**src/rtl/axi_burst_fetch_if.sv**
```systemverilog
// axi_burst_fetch_if: AXI4 read-address / read-data channel bundle used by the
// burst fetch stage. The master modport is the fetch side; slave is memory side.
interface axi_burst_fetch_if #(
  parameter int unsigned ADDR_WIDTH = 32,
  parameter int unsigned DATA_WIDTH = 32,
  parameter int unsigned ID_WIDTH   = 1,
  parameter int unsigned USER_WIDTH = 1
);
  logic [ID_WIDTH-1:0]   M_AXI_ARID;
  logic [ADDR_WIDTH-1:0] M_AXI_ARADDR;
  logic [7:0]            M_AXI_ARLEN;
  logic [2:0]            M_AXI_ARSIZE;
  logic [1:0]            M_AXI_ARBURST;
  logic                  M_AXI_ARLOCK;
  logic [3:0]            M_AXI_ARCACHE;
  logic [2:0]            M_AXI_ARPROT;
  logic [3:0]            M_AXI_ARQOS;
  logic [USER_WIDTH-1:0] M_AXI_ARUSER;
  logic                  M_AXI_ARVALID;
  logic                  M_AXI_ARREADY;

  logic [ID_WIDTH-1:0]   M_AXI_RID;
  logic [DATA_WIDTH-1:0] M_AXI_RDATA;
  logic [1:0]            M_AXI_RRESP;
  logic                  M_AXI_RLAST;
  logic [USER_WIDTH-1:0] M_AXI_RUSER;
  logic                  M_AXI_RVALID;
  logic                  M_AXI_RREADY;

  modport master (
    output M_AXI_ARID, M_AXI_ARADDR, M_AXI_ARLEN, M_AXI_ARSIZE, M_AXI_ARBURST,
           M_AXI_ARLOCK, M_AXI_ARCACHE, M_AXI_ARPROT, M_AXI_ARQOS, M_AXI_ARUSER,
           M_AXI_ARVALID, M_AXI_RREADY,
    input  M_AXI_ARREADY, M_AXI_RID, M_AXI_RDATA, M_AXI_RRESP, M_AXI_RLAST,
           M_AXI_RUSER, M_AXI_RVALID
  );

  modport slave (
    input  M_AXI_ARID, M_AXI_ARADDR, M_AXI_ARLEN, M_AXI_ARSIZE, M_AXI_ARBURST,
           M_AXI_ARLOCK, M_AXI_ARCACHE, M_AXI_ARPROT, M_AXI_ARQOS, M_AXI_ARUSER,
           M_AXI_ARVALID, M_AXI_RREADY,
    output M_AXI_ARREADY, M_AXI_RID, M_AXI_RDATA, M_AXI_RRESP, M_AXI_RLAST,
           M_AXI_RUSER, M_AXI_RVALID
  );
endinterface

```
**src/rtl/axi_burst_fetch.sv**
```systemverilog
// axi_burst_fetch: AXI4 INCR-burst read master feeding the lexer fetch FIFO.
// Bursts are clipped at 4 KiB boundaries, one burst outstanding at a time, and
// new bursts are held off by STOP (return to idle) or THROTTLE (wait).
// Optional feature macro: AXI_BURST_FETCH_ERR_HALT_EN -- on an error response the
// offending and remaining beats of the burst are dropped and the block goes idle.
module axi_burst_fetch #(
  parameter int unsigned C_M_AXI_ADDR_WIDTH      = 32,
  parameter int unsigned C_M_AXI_DATA_WIDTH      = 32,
  parameter int unsigned C_M_AXI_THREAD_ID_WIDTH = 1,
  parameter int unsigned BURST_LEN               = 16
) (
  input  logic                          ACLK,
  input  logic                          ARESETN,
  input  logic                          START,
  input  logic [C_M_AXI_ADDR_WIDTH-1:0] START_ADDR,
  input  logic                          STOP,
  input  logic                          THROTTLE,
  output logic                          BUSY,
  output logic                          ERR,
  output logic                          O_VALID,
  output logic [C_M_AXI_DATA_WIDTH-1:0] O_DATA,
  output logic [C_M_AXI_ADDR_WIDTH-1:0] O_ADDR,
  axi_burst_fetch_if.master             m_axi
);
  localparam int unsigned AW     = C_M_AXI_ADDR_WIDTH;
  localparam int unsigned DW     = C_M_AXI_DATA_WIDTH;
  localparam int unsigned LEN_W  = 9;
  localparam int unsigned ROOM_W = 11;

  typedef enum logic [1:0] {S_IDLE, S_ADDR, S_DATA, S_NEXT} state_t;

  state_t           r_state;
  logic [AW-1:0]    r_addr;
  logic [AW-1:0]    r_beat_addr;
  logic [LEN_W-1:0] r_beats;
  logic [LEN_W-1:0] r_cnt;
  logic             r_busy;
  logic             r_err;
  logic             r_arvalid;
  logic [AW-1:0]    r_araddr;
  logic [7:0]       r_arlen;
  logic             r_rready;
  logic             r_ovalid;
  logic [DW-1:0]    r_odata;
  logic [AW-1:0]    r_oaddr;
`ifdef AXI_BURST_FETCH_ERR_HALT_EN
  logic             r_drain;
`endif

  logic [ROOM_W-1:0] w_room;
  logic [LEN_W-1:0]  w_beats;
  logic              w_rhs;
  logic              w_rerr;
  logic              w_at_count;
  logic              w_fwd;
  logic              w_halt;
  logic              w_unused;

  // Words left before the next 4 KiB boundary, and the resulting burst length
  assign w_room     = ROOM_W'(1024) - ROOM_W'(r_addr[11:2]);
  assign w_beats    = (w_room > ROOM_W'(BURST_LEN)) ? LEN_W'(BURST_LEN) : LEN_W'(w_room);
  assign w_rhs      = m_axi.M_AXI_RVALID && r_rready;
  assign w_rerr     = (m_axi.M_AXI_RRESP != 2'b00);
  assign w_at_count = (r_cnt == (r_beats - LEN_W'(1)));

  // Forwarding/halting policy for error responses
`ifdef AXI_BURST_FETCH_ERR_HALT_EN
  assign w_fwd  = !r_drain && !w_rerr;
  assign w_halt = r_drain || w_rerr;
`else
  assign w_fwd  = 1'b1;
  assign w_halt = 1'b0;
`endif

  // Inputs with no role in this block (RID/RUSER ignored, address is word aligned)
  assign w_unused = ^{m_axi.M_AXI_RID, m_axi.M_AXI_RUSER, START_ADDR[1:0]};

  // Burst sequencer: latches start, sizes bursts, tracks beats, forwards words
  always_ff @(posedge ACLK or negedge ARESETN) begin
    if (!ARESETN) begin
      r_state     <= S_IDLE;
      r_addr      <= '0;
      r_beat_addr <= '0;
      r_beats     <= '0;
      r_cnt       <= '0;
      r_busy      <= 1'b0;
      r_err       <= 1'b0;
      r_arvalid   <= 1'b0;
      r_araddr    <= '0;
      r_arlen     <= '0;
      r_rready    <= 1'b0;
      r_ovalid    <= 1'b0;
      r_odata     <= '0;
      r_oaddr     <= '0;
`ifdef AXI_BURST_FETCH_ERR_HALT_EN
      r_drain     <= 1'b0;
`endif
    end else begin
      r_ovalid <= 1'b0;
      case (r_state)
        S_IDLE: begin
          if (START) begin
            r_addr  <= {START_ADDR[AW-1:2], 2'b00};
            r_err   <= 1'b0;
            r_busy  <= 1'b1;
            r_state <= S_NEXT;
          end
        end
        S_NEXT: begin
          if (STOP) begin
            r_busy  <= 1'b0;
            r_state <= S_IDLE;
          end else if (!THROTTLE) begin
            r_beats   <= w_beats;
            r_araddr  <= r_addr;
            r_arlen   <= 8'(w_beats - LEN_W'(1));
            r_arvalid <= 1'b1;
            r_state   <= S_ADDR;
          end
        end
        S_ADDR: begin
          if (m_axi.M_AXI_ARREADY) begin
            r_arvalid   <= 1'b0;
            r_rready    <= 1'b1;
            r_cnt       <= '0;
            r_beat_addr <= r_addr;
`ifdef AXI_BURST_FETCH_ERR_HALT_EN
            r_drain     <= 1'b0;
`endif
            r_state     <= S_DATA;
          end
        end
        S_DATA: begin
          if (w_rhs) begin
            r_cnt       <= r_cnt + LEN_W'(1);
            r_beat_addr <= r_beat_addr + AW'(4);
            if (w_fwd) begin
              r_ovalid <= 1'b1;
              r_odata  <= m_axi.M_AXI_RDATA;
              r_oaddr  <= r_beat_addr;
            end
            if (w_rerr) begin
              r_err <= 1'b1;
            end
`ifdef AXI_BURST_FETCH_ERR_HALT_EN
            if (w_rerr) begin
              r_drain <= 1'b1;
            end
`endif
            if (m_axi.M_AXI_RLAST) begin
              if (!w_at_count) begin
                r_err <= 1'b1;
              end
              r_rready <= 1'b0;
              r_addr   <= r_addr + AW'({r_beats, 2'b00});
              if (w_halt) begin
                r_busy  <= 1'b0;
                r_state <= S_IDLE;
              end else begin
                r_state <= S_NEXT;
              end
            end else if (w_at_count) begin
              r_err <= 1'b1;
            end
          end
        end
        default: r_state <= S_IDLE;
      endcase
    end
  end

  assign BUSY    = r_busy;
  assign ERR     = r_err;
  assign O_VALID = r_ovalid;
  assign O_DATA  = r_odata;
  assign O_ADDR  = r_oaddr;

  assign m_axi.M_AXI_ARID    = C_M_AXI_THREAD_ID_WIDTH'(0);
  assign m_axi.M_AXI_ARADDR  = r_araddr;
  assign m_axi.M_AXI_ARLEN   = r_arlen;
  assign m_axi.M_AXI_ARSIZE  = 3'b010;
  assign m_axi.M_AXI_ARBURST = 2'b01;
  assign m_axi.M_AXI_ARLOCK  = 1'b0;
  assign m_axi.M_AXI_ARCACHE = 4'b0011;
  assign m_axi.M_AXI_ARPROT  = 3'b000;
  assign m_axi.M_AXI_ARQOS   = 4'b0000;
  assign m_axi.M_AXI_ARUSER  = '0;
  assign m_axi.M_AXI_ARVALID = r_arvalid;
  assign m_axi.M_AXI_RREADY  = r_rready;
endmodule

```
**src/flat_wrapper.sv**
```systemverilog
// flat-port wrapper written by rule: the top's interface ports become plain ports
module axi_burst_fetch_flat 
#(
  parameter int unsigned C_M_AXI_ADDR_WIDTH      = 32,
  parameter int unsigned C_M_AXI_DATA_WIDTH      = 32,
  parameter int unsigned C_M_AXI_THREAD_ID_WIDTH = 1,
  parameter int unsigned BURST_LEN               = 16
)
  (ACLK, ARESETN, START, START_ADDR, STOP, THROTTLE, BUSY, ERR, O_VALID, O_DATA, O_ADDR, m_axi_M_AXI_ARID, m_axi_M_AXI_ARADDR, m_axi_M_AXI_ARLEN, m_axi_M_AXI_ARSIZE, m_axi_M_AXI_ARBURST, m_axi_M_AXI_ARLOCK, m_axi_M_AXI_ARCACHE, m_axi_M_AXI_ARPROT, m_axi_M_AXI_ARQOS, m_axi_M_AXI_ARUSER, m_axi_M_AXI_ARVALID, m_axi_M_AXI_RREADY, m_axi_M_AXI_ARREADY, m_axi_M_AXI_RID, m_axi_M_AXI_RDATA, m_axi_M_AXI_RRESP, m_axi_M_AXI_RLAST, m_axi_M_AXI_RUSER, m_axi_M_AXI_RVALID);
  axi_burst_fetch_if m_axi_i ();
  input  logic ACLK;
  input  logic ARESETN;
  input  logic START;
  input  logic [C_M_AXI_ADDR_WIDTH-1:0] START_ADDR;
  input  logic STOP;
  input  logic THROTTLE;
  output logic BUSY;
  output logic ERR;
  output logic O_VALID;
  output logic [C_M_AXI_DATA_WIDTH-1:0] O_DATA;
  output logic [C_M_AXI_ADDR_WIDTH-1:0] O_ADDR;
  output wire logic [$bits(m_axi_i.M_AXI_ARID)-1:0] m_axi_M_AXI_ARID;
  output wire logic [$bits(m_axi_i.M_AXI_ARADDR)-1:0] m_axi_M_AXI_ARADDR;
  output wire logic [$bits(m_axi_i.M_AXI_ARLEN)-1:0] m_axi_M_AXI_ARLEN;
  output wire logic [$bits(m_axi_i.M_AXI_ARSIZE)-1:0] m_axi_M_AXI_ARSIZE;
  output wire logic [$bits(m_axi_i.M_AXI_ARBURST)-1:0] m_axi_M_AXI_ARBURST;
  output wire logic [$bits(m_axi_i.M_AXI_ARLOCK)-1:0] m_axi_M_AXI_ARLOCK;
  output wire logic [$bits(m_axi_i.M_AXI_ARCACHE)-1:0] m_axi_M_AXI_ARCACHE;
  output wire logic [$bits(m_axi_i.M_AXI_ARPROT)-1:0] m_axi_M_AXI_ARPROT;
  output wire logic [$bits(m_axi_i.M_AXI_ARQOS)-1:0] m_axi_M_AXI_ARQOS;
  output wire logic [$bits(m_axi_i.M_AXI_ARUSER)-1:0] m_axi_M_AXI_ARUSER;
  output wire logic [$bits(m_axi_i.M_AXI_ARVALID)-1:0] m_axi_M_AXI_ARVALID;
  output wire logic [$bits(m_axi_i.M_AXI_RREADY)-1:0] m_axi_M_AXI_RREADY;
  input wire logic [$bits(m_axi_i.M_AXI_ARREADY)-1:0] m_axi_M_AXI_ARREADY;
  input wire logic [$bits(m_axi_i.M_AXI_RID)-1:0] m_axi_M_AXI_RID;
  input wire logic [$bits(m_axi_i.M_AXI_RDATA)-1:0] m_axi_M_AXI_RDATA;
  input wire logic [$bits(m_axi_i.M_AXI_RRESP)-1:0] m_axi_M_AXI_RRESP;
  input wire logic [$bits(m_axi_i.M_AXI_RLAST)-1:0] m_axi_M_AXI_RLAST;
  input wire logic [$bits(m_axi_i.M_AXI_RUSER)-1:0] m_axi_M_AXI_RUSER;
  input wire logic [$bits(m_axi_i.M_AXI_RVALID)-1:0] m_axi_M_AXI_RVALID;
  assign m_axi_M_AXI_ARID = m_axi_i.M_AXI_ARID;
  assign m_axi_M_AXI_ARADDR = m_axi_i.M_AXI_ARADDR;
  assign m_axi_M_AXI_ARLEN = m_axi_i.M_AXI_ARLEN;
  assign m_axi_M_AXI_ARSIZE = m_axi_i.M_AXI_ARSIZE;
  assign m_axi_M_AXI_ARBURST = m_axi_i.M_AXI_ARBURST;
  assign m_axi_M_AXI_ARLOCK = m_axi_i.M_AXI_ARLOCK;
  assign m_axi_M_AXI_ARCACHE = m_axi_i.M_AXI_ARCACHE;
  assign m_axi_M_AXI_ARPROT = m_axi_i.M_AXI_ARPROT;
  assign m_axi_M_AXI_ARQOS = m_axi_i.M_AXI_ARQOS;
  assign m_axi_M_AXI_ARUSER = m_axi_i.M_AXI_ARUSER;
  assign m_axi_M_AXI_ARVALID = m_axi_i.M_AXI_ARVALID;
  assign m_axi_M_AXI_RREADY = m_axi_i.M_AXI_RREADY;
  assign m_axi_i.M_AXI_ARREADY = m_axi_M_AXI_ARREADY;
  assign m_axi_i.M_AXI_RID = m_axi_M_AXI_RID;
  assign m_axi_i.M_AXI_RDATA = m_axi_M_AXI_RDATA;
  assign m_axi_i.M_AXI_RRESP = m_axi_M_AXI_RRESP;
  assign m_axi_i.M_AXI_RLAST = m_axi_M_AXI_RLAST;
  assign m_axi_i.M_AXI_RUSER = m_axi_M_AXI_RUSER;
  assign m_axi_i.M_AXI_RVALID = m_axi_M_AXI_RVALID;
  axi_burst_fetch #(.C_M_AXI_ADDR_WIDTH(C_M_AXI_ADDR_WIDTH), .C_M_AXI_DATA_WIDTH(C_M_AXI_DATA_WIDTH), .C_M_AXI_THREAD_ID_WIDTH(C_M_AXI_THREAD_ID_WIDTH), .BURST_LEN(BURST_LEN)) u_core (.ACLK(ACLK), .ARESETN(ARESETN), .START(START), .START_ADDR(START_ADDR), .STOP(STOP), .THROTTLE(THROTTLE), .BUSY(BUSY), .ERR(ERR), .O_VALID(O_VALID), .O_DATA(O_DATA), .O_ADDR(O_ADDR), .m_axi(m_axi_i));
endmodule
```
**config.mk**
```make
export PLATFORM = sky130hd
export DESIGN_NAME = axi_burst_fetch_flat
export DESIGN_NICKNAME = d
export VERILOG_FILES = /design/src/rtl/axi_burst_fetch_if.sv /design/src/rtl/axi_burst_fetch.sv /design/src/flat_wrapper.sv
export SDC_FILE = /design/constraint.sdc
export NUM_CORES = 1
export LEC_CHECK = 0
export BUFFER_PORTS_ARGS = -buffer_cell sky130_fd_sc_hd__buf_2
export CORE_AREA = 2 2 131 133
export CTS_BUF_LIST = sky130_fd_sc_hd__clkbuf_4
export DETAILED_ROUTE_END_ITERATION = 8
export DIE_AREA = 0 0 133 135
export GPL_TIMING_DRIVEN = 0
export PLACE_DENSITY = 0.94
export SLEW_MARGIN = 20
export SYNTH_ARGS = -nofsm -noshare
export SYNTH_HDL_FRONTEND = slang
export SYNTH_SLANG_ARGS = --single-unit
```
**constraint.sdc**
```tcl
create_clock -name ACLK -period 4 [get_ports ACLK]
set_input_delay 0.2 -clock ACLK [delete_from_list [all_inputs] [get_ports ACLK]]
set_output_delay 0.2 -clock ACLK [all_outputs]
set_load 0.005 [all_outputs]
```
==> qor.json, run 1 <==
{
  "detailed_routing": {
    "route.met3.wl_um": 2780,
    "vias_per_cell": 5.97,
    "drt_iter0_markers": 1279,
    "drt-total-wl_um": 31200,
    "top_signal_layer_used": "met4",
    "detail_route.first_pass.iterations": 7,
    "dr_total_vias": 9839,
    "wl_per_cell_um": 18.9,
    "met1Wirelength_um": 11700,
    "drt_drc_violations_left": 0,
    "routed-wl-met2_um": 15000,
    "residual_antenna_violating_net_count_after_detailed_routing": 0
  },
  "setup_path": {
    "required_time_of_the_critical_path_ns": 4.46,
    "crit_path_end_kind": "flop",
    "cp_data_arrival_time_ns": 3.60,
    "setup.worst_path.start_class": "flop",
    "worst-r2r-setup-slack_ns": 0.86,
    "critPathMaxFanout": 8,
    "critPathKind": "flop to flop"
  },
  "sta": {
    "hold_ws_ns": 0.0364,
    "fin_tns_setup_ns": 0,
    "finalHoldViolCount": 0,
    "worst_slew_pin_slew_ns": 0.752,
    "final-setup-viol-count": 0,
    "finalWorstPathRequiredPeriod_ns": 3.14,
    "finalWorstSetupSlack_ns": 0.855,
    "slew-limit-headroom": 0.499,
    "final.setup_skew_ns": 0.0208,
    "share_of_the_clock_period_used_by_the_worst_path_after_layout": 0.786,
    "fmax_ghz": 0.318,
    "rsz0062_at_grt": "false",
    "drv_slew": 0
  },
  "clock_tree": {
    "clock-sinks": 187,
    "tritoncts.num_buffers": 17,
    "tritoncts": "done",
    "clock_slew_at_reported_path_ffs_ns": 0.14,
    "insertion_delay_ns": 0.62,
    "h-tree-depth": 4,
    "post_cts_resize_count": 0,
    "ctsHoldBuffers": 71,
    "cts.repair_timing.setup_buffer_count": 0,
    "clockBufferDepth": 2,
    "cts_root_buf": "clkbuf_4"
  },
  "layout": {
    "drive_above_1_share": 0.191,
    "syn2layout_area_growth_pct": 24.0,
    "final_net_count": 1507,
    "mostFrequentLayoutCells": "346 x nand2_1, 187 x buf_2, 187 x dfrtp_1, 77 x a21oi_1, 71 x dlygate4sd3_1",
    "fillCellCount": 1146,
    "leading_cell_type_in_the_layout_fill_and_taps_excluded": "nand2_1"
  },
  "yosys": {
    "asyncSetResetFlopFracSynth": 1.00,
    "synthesis.area_um2": 9630,
    "synth_enable_flop_cells": 0,
    "synth_top_flop_cell": "dfrtp_1",
    "ys_types": 83,
    "synth_sequential_area_ratio": 0.486,
    "ys_ff_latch": 187,
    "netlist_instances": 1126,
    "synth-warning-count": 0,
    "avgSynthCellArea_um2": 8.55
  },
  "outcome": {
    "status": "finished clean"
  },
  "global_routing": {
    "grt_usage": 0.350,
    "grt_antenna_before_repair": 2,
    "grt_first_pass_wirelength_um": 49000,
    "grt_pass1_vias": 9694,
    "grt_start_max_net_pins": 81,
    "global_route.overflow_total": 0
  },
  "power_and_ir_drop": {
    "power_density_nw_per_um2": 657,
    "power.ir.vdd_worst_mv": 0.324,
    "totalPowerFinal_uw": 7850,
    "leak_pwr_uw": 0.00594
  },
  "floorplanning": {
    "die-height_um": 135,
    "floorplan.rows": 47,
    "ios": 204,
    "dieWidth_um": 133,
    "floorplan.core_area_um2": 16400,
    "floorplan.die_area_um2": 18000,
    "floorplan.initialDensity": 0.587
  },
  "worst_hold_path": {
    "worstHoldPathType": "input pin to flop"
  },
  "placement": {
    "portBuffers": 178,
    "place_ws_ns": 1.11,
    "finalWeightedCongestion": 0.956,
    "place.detailed.hpwl_um": 21100
  },
  "job": {
    "drv.max_cap_violation_count": 0
  }
}
layer usage:
metal / global-route usage / vias up
met5: 0 / -
met4: 0.213 / 0
met3: 0.0766 / 163
met2: 0.567 / 658
met1: 0.432 / 4622
li1: - / 4396
cell families after synthesis:
| family | synth area share |
|---|---|
| simple gates | 0.252 |
| compound gates | 0.156 |
| flops | 0.486 |
| buf+inv | 0.0521 |
| xor+xnor | 0.0262 |
| fa+ha+maj | 0.0216 |
| mux | 0.00546 |
| other cells | 0.000780 |
sequential cells by signal, summed over array words and instances, names as in the netlist:
signal	flops
u_core.BUSY	1
u_core.ERR	1
u_core.O_ADDR	31
u_core.O_DATA	32
u_core.O_VALID	1
u_core.m_axi.M_AXI_ARADDR	30
u_core.m_axi.M_AXI_ARLEN	8
u_core.m_axi.M_AXI_ARVALID	1
u_core.m_axi.M_AXI_RREADY	1
u_core.r_addr	30
u_core.r_beat_addr	31
u_core.r_beats	9
u_core.r_cnt	9
u_core.r_state	2
cells in the mapped netlist (10+ instances only):
cell	count	area (µm²)
nand2_1	346	1300
dfrtp_1	187	4680
a21oi_1	77	385
nor2_1	64	240
o21ai_0	51	255
clkbuf_1	50	188
nand3_1	26	130
buf_4	22	165
nor3_1	19	95.1
inv_1	17	63.8
o22ai_1	17	106
and3_1	16	100
xnor2_1	16	140
ha_1	15	188
a31oi_1	11	68.8
xor2_1	11	96.3
buf_2	10	50.1
o21ai_1	10	50.1
power breakdown:
part           internal (µW)  leakage [µW]  total, µW  switching, µW
Clock                    441      0.000154       1110            664
Combinational           1310       0.00347       3420           2110
Sequential              2620       0.00232       3320            703
worst paths after layout:
check | startpoint | end | cells past startpoint
min in group asynchronous | ARESETN | u_core.m_axi.M_AXI_ARADDR[17] | 3
max | u_core.r_addr[3] | u_core.r_addr[28] | 9
min reg2reg | u_core.r_beat_addr[0] | u_core.O_ADDR[1] | 2
max reg2reg | u_core.r_addr[3] | u_core.r_addr[28] | 9
max in group asynchronous | ARESETN | u_core.m_axi.M_AXI_ARADDR[12] | 4
min | START_ADDR[19] | u_core.r_addr[19] | 4
metrics by stage:
step                      cell area, µm²  std cells  utilization
final                              11900       1649        0.728
after detailed placement           10900       1545        0.666
after global placement             10900       1543        0.662
after global routing               11900       1649        0.728
after floorplan                     9700       1145            -
after CTS                          11900       1647        0.728
layout make-up:
class	instances	area, µm²	area share
Antenna cell	2	5.00	0.000419
Buffer	88	434	0.0364
Clock buffer	19	143	0.0119
Clock inverter	12	149	0.0125
Inverter	18	67.6	0.00566
Multi-Input combinational cell	852	4520	0.379
Sequential cell	187	4680	0.392
Tap cell	220	275	0.0231
Timing Repair Buffer	251	1670	0.140
worst max-delay path, stage by stage, from the launching register on:
cell	delay, ns
dfrtp_1	0.53
inv_1	0.22
fa_1	0.45
nor2b_1	0.19
o21ai_1	0.10
a21boi_1	0.29
o21ai_1	0.27
and2_1	0.28
o311ai_0	0.46
o211ai_1	0.20
(Power assumes the default switching activity.)
==> run 2: changes to the inputs <==
--- a/config.mk
+++ b/config.mk
@@ -6,12 +6,12 @@
 export NUM_CORES = 1
 export LEC_CHECK = 0
 export BUFFER_PORTS_ARGS = -buffer_cell sky130_fd_sc_hd__buf_2
-export CORE_AREA = 2 2 131 133
+export CORE_AREA = 2 2 133 135
 export CTS_BUF_LIST = sky130_fd_sc_hd__clkbuf_4
 export DETAILED_ROUTE_END_ITERATION = 8
-export DIE_AREA = 0 0 133 135
+export DIE_AREA = 0 0 135 137
 export GPL_TIMING_DRIVEN = 0
-export PLACE_DENSITY = 0.94
+export PLACE_DENSITY = 0.92
 export SLEW_MARGIN = 20
 export SYNTH_ARGS = -nofsm -noshare
 export SYNTH_HDL_FRONTEND = slang
==> constraint.sdc (replaced) <==
create_clock -name ACLK -period 3 [get_ports ACLK]
set_input_delay 0.15 -clock ACLK [delete_from_list [all_inputs] [get_ports ACLK]]
set_output_delay 0.15 -clock ACLK [all_outputs]
set_load 0.005 [all_outputs]
==> run 2 against run 1 <==
  * Sequential share of layout area down 0.15 points
  * Count of clock-buffer cells in the layout unchanged
  * Sequential power up 34%
  * Largest power group unchanged
  * Combinational power up 33%
  * Sequential cell count unchanged
  * Register-to-register slack worse by 0.75 ns
  * Design area up 0.43%
  * Worst hold slack better by 0.033 ns
  * Power up 35%
  * Routed wire length down 0.29%
  * First-iteration DRC count down 14%
  * Clock power up 43%
==> qor.json, run 2 (synthesized netlist as in run 1, its figures left out) <==
{
  "worst_hold_path": {
    "worstHoldPathType": {"value": "input pin to asynchronous set/reset pin", "change": "was input pin to flop"}
  },
  "global_routing": {
    "grt_first_pass_wirelength": {"value": 48200, "unit": "µm", "change": "was 49000 µm"},
    "grt_antenna_before_repair": {"value": 1, "change": "was 2"},
    "grt_pass1_vias": {"value": 9607, "change": "was 9694"},
    "global_route.overflow_total": {"value": 0, "change": "unchanged"},
    "grt_usage": {"value": 0.337, "change": "was 0.350"},
    "grt_start_max_net_pins": {"value": 102, "change": "was 81"}
  },
  "setup_path": {
    "cp_data_arrival_time": {"value": 3.46, "unit": "ns", "change": "was 3.60 ns"},
    "required_time_of_the_critical_path": {"value": 3.57, "unit": "ns", "change": "was 4.46 ns"},
    "critPathMaxFanout": {"value": 10, "change": "was 8"},
    "timing.reg2reg.worst_path_depth": {"value": 7, "change": "was 9"},
    "crit_path_end_kind": {"value": "flop", "change": "unchanged"},
    "critPathKind": {"value": "flop to flop", "change": "unchanged"},
    "setup.worst_path.start_class": {"value": "flop", "change": "unchanged"}
  },
  "floorplanning": {
    "die-height": {"value": 137, "unit": "µm", "change": "was 135 µm"},
    "floorplan.core_area": {"value": 17100, "unit": "µm²", "change": "was 16400 µm²"},
    "ios": {"value": 204, "change": "unchanged"},
    "floorplan.die_area": {"value": 18500, "unit": "µm²", "change": "was 18000 µm²"},
    "dieWidth": {"value": 135, "unit": "µm", "change": "was 133 µm"},
    "floorplan.initialDensity": {"value": 0.565, "change": "was 0.587"},
    "floorplan.rows": {"value": 48, "change": "was 47"}
  },
  "detailed_routing": {
    "detail_route.first_pass.iterations": {"value": 6, "change": "was 7"},
    "drt-total-wl": {"value": 31100, "unit": "µm", "change": "was 31200 µm"},
    "residual_antenna_violating_net_count_after_detailed_routing": {"value": 0, "change": "unchanged"},
    "drt_iter0_markers": {"value": 1094, "change": "was 1279"},
    "drt_drc_violations_left": {"value": 0, "change": "unchanged"},
    "dr_total_vias": {"value": 9945, "change": "was 9839"},
    "vias_per_cell": {"value": 6.00, "change": "was 5.97"},
    "wl_per_cell": {"value": 18.8, "unit": "µm", "change": "was 18.9 µm"}
  },
  "clock_tree": {
    "insertion_delay": {"value": 0.64, "unit": "ns", "change": "was 0.62 ns"},
    "clock-sinks": {"value": 187, "change": "unchanged"},
    "cts_root_buf": {"value": "clkbuf_4", "change": "unchanged"},
    "h-tree-depth": {"value": 4, "change": "unchanged"},
    "cts.repair_timing.setup_buffer_count": {"value": 0, "change": "unchanged"},
    "tritoncts.num_buffers": {"value": 17, "change": "unchanged"},
    "tritoncts": {"value": "done", "change": "unchanged"},
    "clock_slew_at_reported_path_ffs": {"value": 0.15, "unit": "ns", "change": "was 0.14 ns"},
    "clockBufferDepth": {"value": 2, "change": "unchanged"}
  },
  "sta": {
    "share_of_the_clock_period_used_by_the_worst_path_after_layout": {"value": 0.964, "change": "was 0.786"},
    "finalWorstSetupSlack": {"value": 0.108, "unit": "ns", "change": "was 0.855 ns"},
    "drv_slew": {"value": 0, "change": "unchanged"},
    "hold_ws": {"value": 0.0698, "unit": "ns", "change": "was 0.0364 ns"},
    "finalWorstPathRequiredPeriod": {"value": 2.89, "unit": "ns", "change": "was 3.14 ns"},
    "fin_tns_setup": {"value": 0, "unit": "ns", "change": "unchanged"},
    "slew-limit-headroom": {"value": 0.487, "change": "was 0.499"},
    "worst_slew_pin_slew": {"value": 0.769, "unit": "ns", "change": "was 0.752 ns"},
    "rsz0062_at_grt": {"value": "false", "change": "unchanged"},
    "finalHoldViolCount": {"value": 0, "change": "unchanged"},
    "fmax": {"value": 0.346, "unit": "GHz", "change": "was 0.318 GHz"},
    "final-setup-viol-count": {"value": 0, "change": "unchanged"},
    "final.setup_skew": {"value": 0.0259, "unit": "ns", "change": "was 0.0208 ns"}
  },
  "placement": {
    "place_ws": {"value": 0.129, "unit": "ns", "change": "was 1.11 ns"},
    "finalWeightedCongestion": {"value": 0.957, "change": "was 0.956"},
    "place.detailed.hpwl": {"value": 20400, "unit": "µm", "change": "was 21100 µm"},
    "portBuffers": {"value": 178, "change": "unchanged"},
    "placed_area": {"value": 10900, "unit": "µm²", "change": "about the same"}
  },
  "job": {
    "drv.max_cap_violation_count": {"value": 0, "change": "unchanged"}
  },
  "power_and_ir_drop": {
    "leak_pwr": {"value": 0.00596, "unit": "µW", "change": "was 0.00594 µW"},
    "totalPowerFinal": {"value": 10600, "unit": "µW", "change": "was 7850 µW"},
    "power.ir.vdd_worst": {"value": 0.516, "unit": "mV", "change": "was 0.324 mV"},
    "power_density": {"value": 883, "unit": "nW/µm²", "change": "was 657 nW/µm²"}
  },
  "layout": {
    "fillCellCount": {"value": 1249, "change": "was 1146"},
    "drive_above_1_share": {"value": 0.194, "change": "was 0.191"},
    "mostFrequentLayoutCells": {"value": "346 x nand2_1, 187 x buf_2, 185 x dfrtp_1, 77 x a21oi_1, 75 x dlygate4sd3_1", "change": "was 346 x nand2_1, 187 x buf_2, 187 x dfrtp_1, 77 x a21oi_1, 71 x dlygate4sd3_1"},
    "syn2layout_area_growth": {"value": 24.5, "unit": "%", "change": "was 24.0%"},
    "leading_cell_type_in_the_layout_fill_and_taps_excluded": {"value": "nand2_1", "change": "unchanged"},
    "final_net_count": {"value": 1510, "change": "was 1507"},
    "largest_register_ffs": {"value": 32, "change": "unchanged"},
    "layout.cell_area.non_filler": {"value": 12000, "unit": "µm²", "change": "was 11900 µm²"}
  },
  "outcome": {
    "status": {"value": "finished clean", "change": "unchanged"}
  }
}
-- run 2: critical path, stage by stage, from the launching register on --
cell and delay [ns]:
dfrtp_1 0.46, buf_2 0.20, nand2_1 0.37, clkbuf_1 0.53
buf_1 0.46, nand3_1 0.14, nand3_1 0.11, dlygate4sd3_1 0.55
-- run 2: power breakdown --
group          switching (µW)  internal, µW  total, µW
registers                 951          3500       4450
logic                    2790          1760       4550
clock network             922           672       1590
total                    4660          5930      10600
-- run 2: path summary, 6_finish.rpt --
check / startpoint / endpoint / slack, ns
setup / recovery: u_core.r_state[1] / u_core.r_addr[7] / 0.11
hold / removal: ARESETN / u_core.m_axi.M_AXI_ARADDR[27] / 0.07
setup reg to reg: u_core.r_state[1] / u_core.r_addr[7] / 0.11
hold reg to reg: u_core.r_beat_addr[0] / u_core.O_ADDR[1] / 0.48
max in group asynchronous: ARESETN / u_core.O_DATA[18] / 1.98
min in group ACLK: START_ADDR[18] / u_core.r_addr[18] / 0.09
-- run 2: layout make-up --
cell class              count  area [µm²]  area share
flip-flops and latches    187        4680       0.390
multi-input cells         852        4530       0.378
repair buffers            254        1680       0.140
plain buffers              88         435      0.0363
well taps                 225         282      0.0235
clock inverters            13         173      0.0144
clock buffers              19         143      0.0119
inverters                  18        67.6     0.00563
diodes                      1        2.50    0.000209
-- run 2: per-layer routing --
layer / part of all wire / global-route usage
met4: 0.062 / 0.192
met3: 0.086 / 0.0707
met5: 0 / 0
met1: 0.37 / 0.419
met2: 0.48 / 0.548
-- run 2: repair_timing --
item,4_1_cts,5_1_grt
endpoints found under the setup margin,0,8
resized for setup,0,6
hold endpoints to repair,154,0
hold buffers,75,0
-- run 2: metrics by stage --
step	utilization	cells
floorplan	-	1145
global placement	0.638	1548
detailed placement	0.640	1549
CTS	0.702	1656
global route	0.703	1657
finish	0.703	1657
==> run 3: changes to the inputs <==
--- a/config.mk
+++ b/config.mk
@@ -5,6 +5,7 @@
 export SDC_FILE = /design/constraint.sdc
 export NUM_CORES = 1
 export LEC_CHECK = 0
+export ABC_CLOCK_PERIOD_IN_PS = 3000
 export BUFFER_PORTS_ARGS = -buffer_cell sky130_fd_sc_hd__buf_2
 export CORE_AREA = 2 2 133 135
 export CTS_BUF_LIST = sky130_fd_sc_hd__clkbuf_4
@@ -12,6 +13,7 @@
 export DIE_AREA = 0 0 135 137
 export GPL_TIMING_DRIVEN = 0
 export PLACE_DENSITY = 0.92
+export RECOVER_POWER = 50
 export SLEW_MARGIN = 20
 export SYNTH_ARGS = -nofsm -noshare
 export SYNTH_HDL_FRONTEND = slang
==> run 3 against run 2 <==
  * Die area is the same
  * Sequential power is essentially flat
  * Largest power group unchanged
  * Design area shrank 0.34%
  * Register-to-register slack about the same
  * Largest cell class unchanged
  * The run now ends with max-capacitance violations, max-slew violations left
  * Critical endpoint unchanged
  * Worst hold slack better by 0.040 ns
==> qor.json, run 3 (synthesized netlist as in run 1, its figures left out) <==
{
  "outcome": {
    "status": {"value": "finished, violations left", "change": "was finished clean"},
    "violations_in_the_final_reports": "max-capacitance violations, max-slew violations"
  },
  "floorplanning": {
    "floorplan.core_area": {"value": 17100, "unit": "µm²", "change": "unchanged"},
    "dieWidth": {"value": 135, "unit": "µm", "change": "unchanged"},
    "die-height": {"value": 137, "unit": "µm", "change": "unchanged"},
    "floorplan.initialDensity": {"value": 0.565, "change": "unchanged"},
    "floorplan.die_area": {"value": 18500, "unit": "µm²", "change": "unchanged"},
    "ios": {"value": 204, "change": "unchanged"},
    "floorplan.rows": {"value": 48, "change": "unchanged"}
  },
  "detailed_routing": {
    "residual_antenna_violating_net_count_after_detailed_routing": {"value": 0, "change": "unchanged"},
    "detail_route.first_pass.iterations": {"value": 6, "change": "unchanged"},
    "wl_per_cell": {"value": 18.8, "unit": "µm", "change": "about the same"},
    "dr_total_vias": {"value": 9929, "change": "was 9945"},
    "drt_iter0_markers": {"value": 1043, "change": "was 1094"},
    "drt-total-wl": {"value": 31200, "unit": "µm", "change": "was 31100 µm"},
    "vias_per_cell": {"value": 5.99, "change": "was 6.00"},
    "drt_drc_violations_left": {"value": 0, "change": "unchanged"}
  },
  "power_and_ir_drop": {
    "leak_pwr": {"value": 0.00587, "unit": "µW", "change": "was 0.00596 µW"},
    "power.ir.vdd_worst": {"value": 0.513, "unit": "mV", "change": "was 0.516 mV"},
    "power_density": {"value": 884, "unit": "nW/µm²", "change": "was 883 nW/µm²"},
    "totalPowerFinal": {"value": 10600, "unit": "µW", "change": "about the same"}
  },
  "global_routing": {
    "grt_usage": {"value": 0.337, "change": "unchanged"},
    "grt_antenna_before_repair": {"value": 1, "change": "unchanged"},
    "global_route.overflow_total": {"value": 0, "change": "unchanged"},
    "grt_first_pass_wirelength": {"value": 48200, "unit": "µm", "change": "unchanged"},
    "grt_start_max_net_pins": {"value": 102, "change": "unchanged"},
    "grt_pass1_vias": {"value": 9607, "change": "unchanged"}
  },
  "placement": {
    "portBuffers": {"value": 178, "change": "unchanged"},
    "placedCellCount": {"value": 1549, "change": "unchanged"},
    "finalWeightedCongestion": {"value": 0.957, "change": "unchanged"},
    "place.detailed.hpwl": {"value": 20400, "unit": "µm", "change": "unchanged"},
    "place_ws": {"value": 0.129, "unit": "ns", "change": "unchanged"}
  },
  "clock_tree": {
    "cts_root_buf": {"value": "clkbuf_4", "change": "unchanged"},
    "clock_slew_at_reported_path_ffs": {"value": 0.14, "unit": "ns", "change": "was 0.15 ns"},
    "clockBufferDepth": {"value": 2, "change": "unchanged"},
    "insertion_delay": {"value": 0.63, "unit": "ns", "change": "was 0.64 ns"},
    "h-tree-depth": {"value": 4, "change": "unchanged"},
    "tritoncts": {"value": "done", "change": "unchanged"},
    "cts.repair_timing.setup_buffer_count": {"value": 0, "change": "unchanged"},
    "clock-sinks": {"value": 187, "change": "unchanged"},
    "tritoncts.num_buffers": {"value": 17, "change": "unchanged"}
  },
  "setup_path": {
    "cp_data_arrival_time": {"value": 3.46, "unit": "ns", "change": "about the same"},
    "setup.worst_path.start_class": {"value": "flop", "change": "unchanged"},
    "launch_point_of_the_worst_path": {"value": "u_core.r_state[1]", "change": "unchanged"},
    "crit_path_end_kind": {"value": "flop", "change": "unchanged"},
    "critPathMaxFanout": {"value": 10, "change": "unchanged"},
    "critPathKind": {"value": "flop to flop", "change": "unchanged"},
    "r2r-start": {"value": "u_core.r_state[1]", "change": "unchanged"},
    "required_time_of_the_critical_path": {"value": 3.56, "unit": "ns", "change": "was 3.57 ns"}
  },
  "sta": {
    "slew-limit-headroom": {"value": -0.493, "change": "was 0.487"},
    "drv_slew": {"value": 87, "change": "was 0"},
    "finalWorstPathRequiredPeriod": {"value": 2.89, "unit": "ns", "change": "about the same"},
    "fmax": {"value": 0.345, "unit": "GHz", "change": "was 0.346 GHz"},
    "finalHoldViolCount": {"value": 0, "change": "unchanged"},
    "share_of_the_clock_period_used_by_the_worst_path_after_layout": {"value": 0.965, "change": "was 0.964"},
    "final.setup_skew": {"value": 0.0181, "unit": "ns", "change": "was 0.0259 ns"},
    "finalWorstSetupSlack": {"value": 0.105, "unit": "ns", "change": "was 0.108 ns"},
    "rsz0062_at_grt": {"value": "false", "change": "unchanged"},
    "final-setup-viol-count": {"value": 0, "change": "unchanged"},
    "worst_slew_pin_slew": {"value": 2.24, "unit": "ns", "change": "was 0.769 ns"}
  },
  "layout": {
    "final_cells": {"value": 1657, "change": "unchanged"},
    "final_core_util": {"value": 0.701, "change": "was 0.703"},
    "mostFrequentLayoutCells": {"value": "346 x nand2_1, 185 x dfrtp_1, 162 x buf_2, 77 x a21oi_1, 75 x dlygate4sd3_1", "change": "was 346 x nand2_1, 187 x buf_2, 185 x dfrtp_1, 77 x a21oi_1, 75 x dlygate4sd3_1"},
    "largest_register_ffs": {"value": 32, "change": "unchanged"},
    "syn2layout_area_growth": {"value": 24.1, "unit": "%", "change": "was 24.5%"},
    "final_net_count": {"value": 1510, "change": "unchanged"},
    "drive_above_1_share": {"value": 0.177, "change": "was 0.194"},
    "leading_cell_type_in_the_layout_fill_and_taps_excluded": {"value": "nand2_1", "change": "unchanged"}
  },
  "job": {
    "drv.max_cap_violation_count": {"value": 1, "change": "was 0"}
  },
  "worst_hold_path": {
    "hold_path_startpoint": "START_ADDR[18]",
    "worstHoldPathType": {"value": "input pin to flop", "change": "was input pin to asynchronous set/reset pin"}
  }
}
-- run 3: cell count changes in the layout (fill, tap and decap cells not counted) --
| cell | change |
|---|---|
| clkbuf_2 | +1 |
| clkbuf_1 | +25 |
| buf_8 | -1 |
| buf_2 | -25 |
-- run 3: report_power, final --
part	switching (µW)	internal (µW)
Combinational	2800	1730
Clock	913	672
Sequential	956	3500
Total	4670	5890
-- run 3: per-stage QoR --
stage | hold slack, ns | TNS (ns) | area (µm²)
after detailed placement | 0.199 | 0 | 10900
after global routing | 0.174 | 0 | 12000
after global placement | 0.339 | -224.43 | 10900
after floorplan | -0.146 | 0 | 9700
after CTS | 0.0690 | 0 | 12000
final | 0.110 | 0 | 12000
-- run 3: repair_timing --
action	4_1_cts	5_1_grt
hold buffers	75	0
hold endpoints to repair	154	0
gates resized for setup	0	6
setup endpoints to repair	0	8
-- run 3: final cells by class --
class / count / area [µm²]
Buffer: 88 / 435
Multi-Input combinational cell: 852 / 4530
Clock inverter: 13 / 173
Timing Repair Buffer: 254 / 1640
Inverter: 18 / 67.6
Sequential cell: 187 / 4680
Clock buffer: 19 / 143
Fill cell: 1265 / 5100
Tap cell: 225 / 282
Antenna cell: 1 / 2.50
-- run 3: worst paths after layout --
path	slack, ns	cells after the start	end
worst max-delay path	0.11	7	u_core.r_addr[7]
worst min register to register	0.49	2	u_core.O_ADDR[1]
worst max register to register	0.11	7	u_core.r_addr[7]
worst min-delay path	0.11	4	u_core.r_addr[18]
max in group asynchronous	0.84	2	u_core.r_addr[3]
min in group asynchronous	0.69	2	u_core.m_axi.M_AXI_ARADDR[27]
-- run 3: routing by layer --
layer,share of wire,track usage,vias to the layer above
li1,-,-,4392
met2,0.48,0.548,690
met1,0.37,0.419,4653
met3,0.087,0.0707,194
met4,0.063,0.192,0
met5,0,0,-
-- run 3: critical path, cell delays in order (launching register included) --
cell           delay [ns]
dfrtp_1              0.46
buf_2                0.20
nand2_1              0.38
clkbuf_1             0.52
buf_1                0.46
nand3_1              0.14
nand3_1              0.11
dlygate4sd3_1        0.55
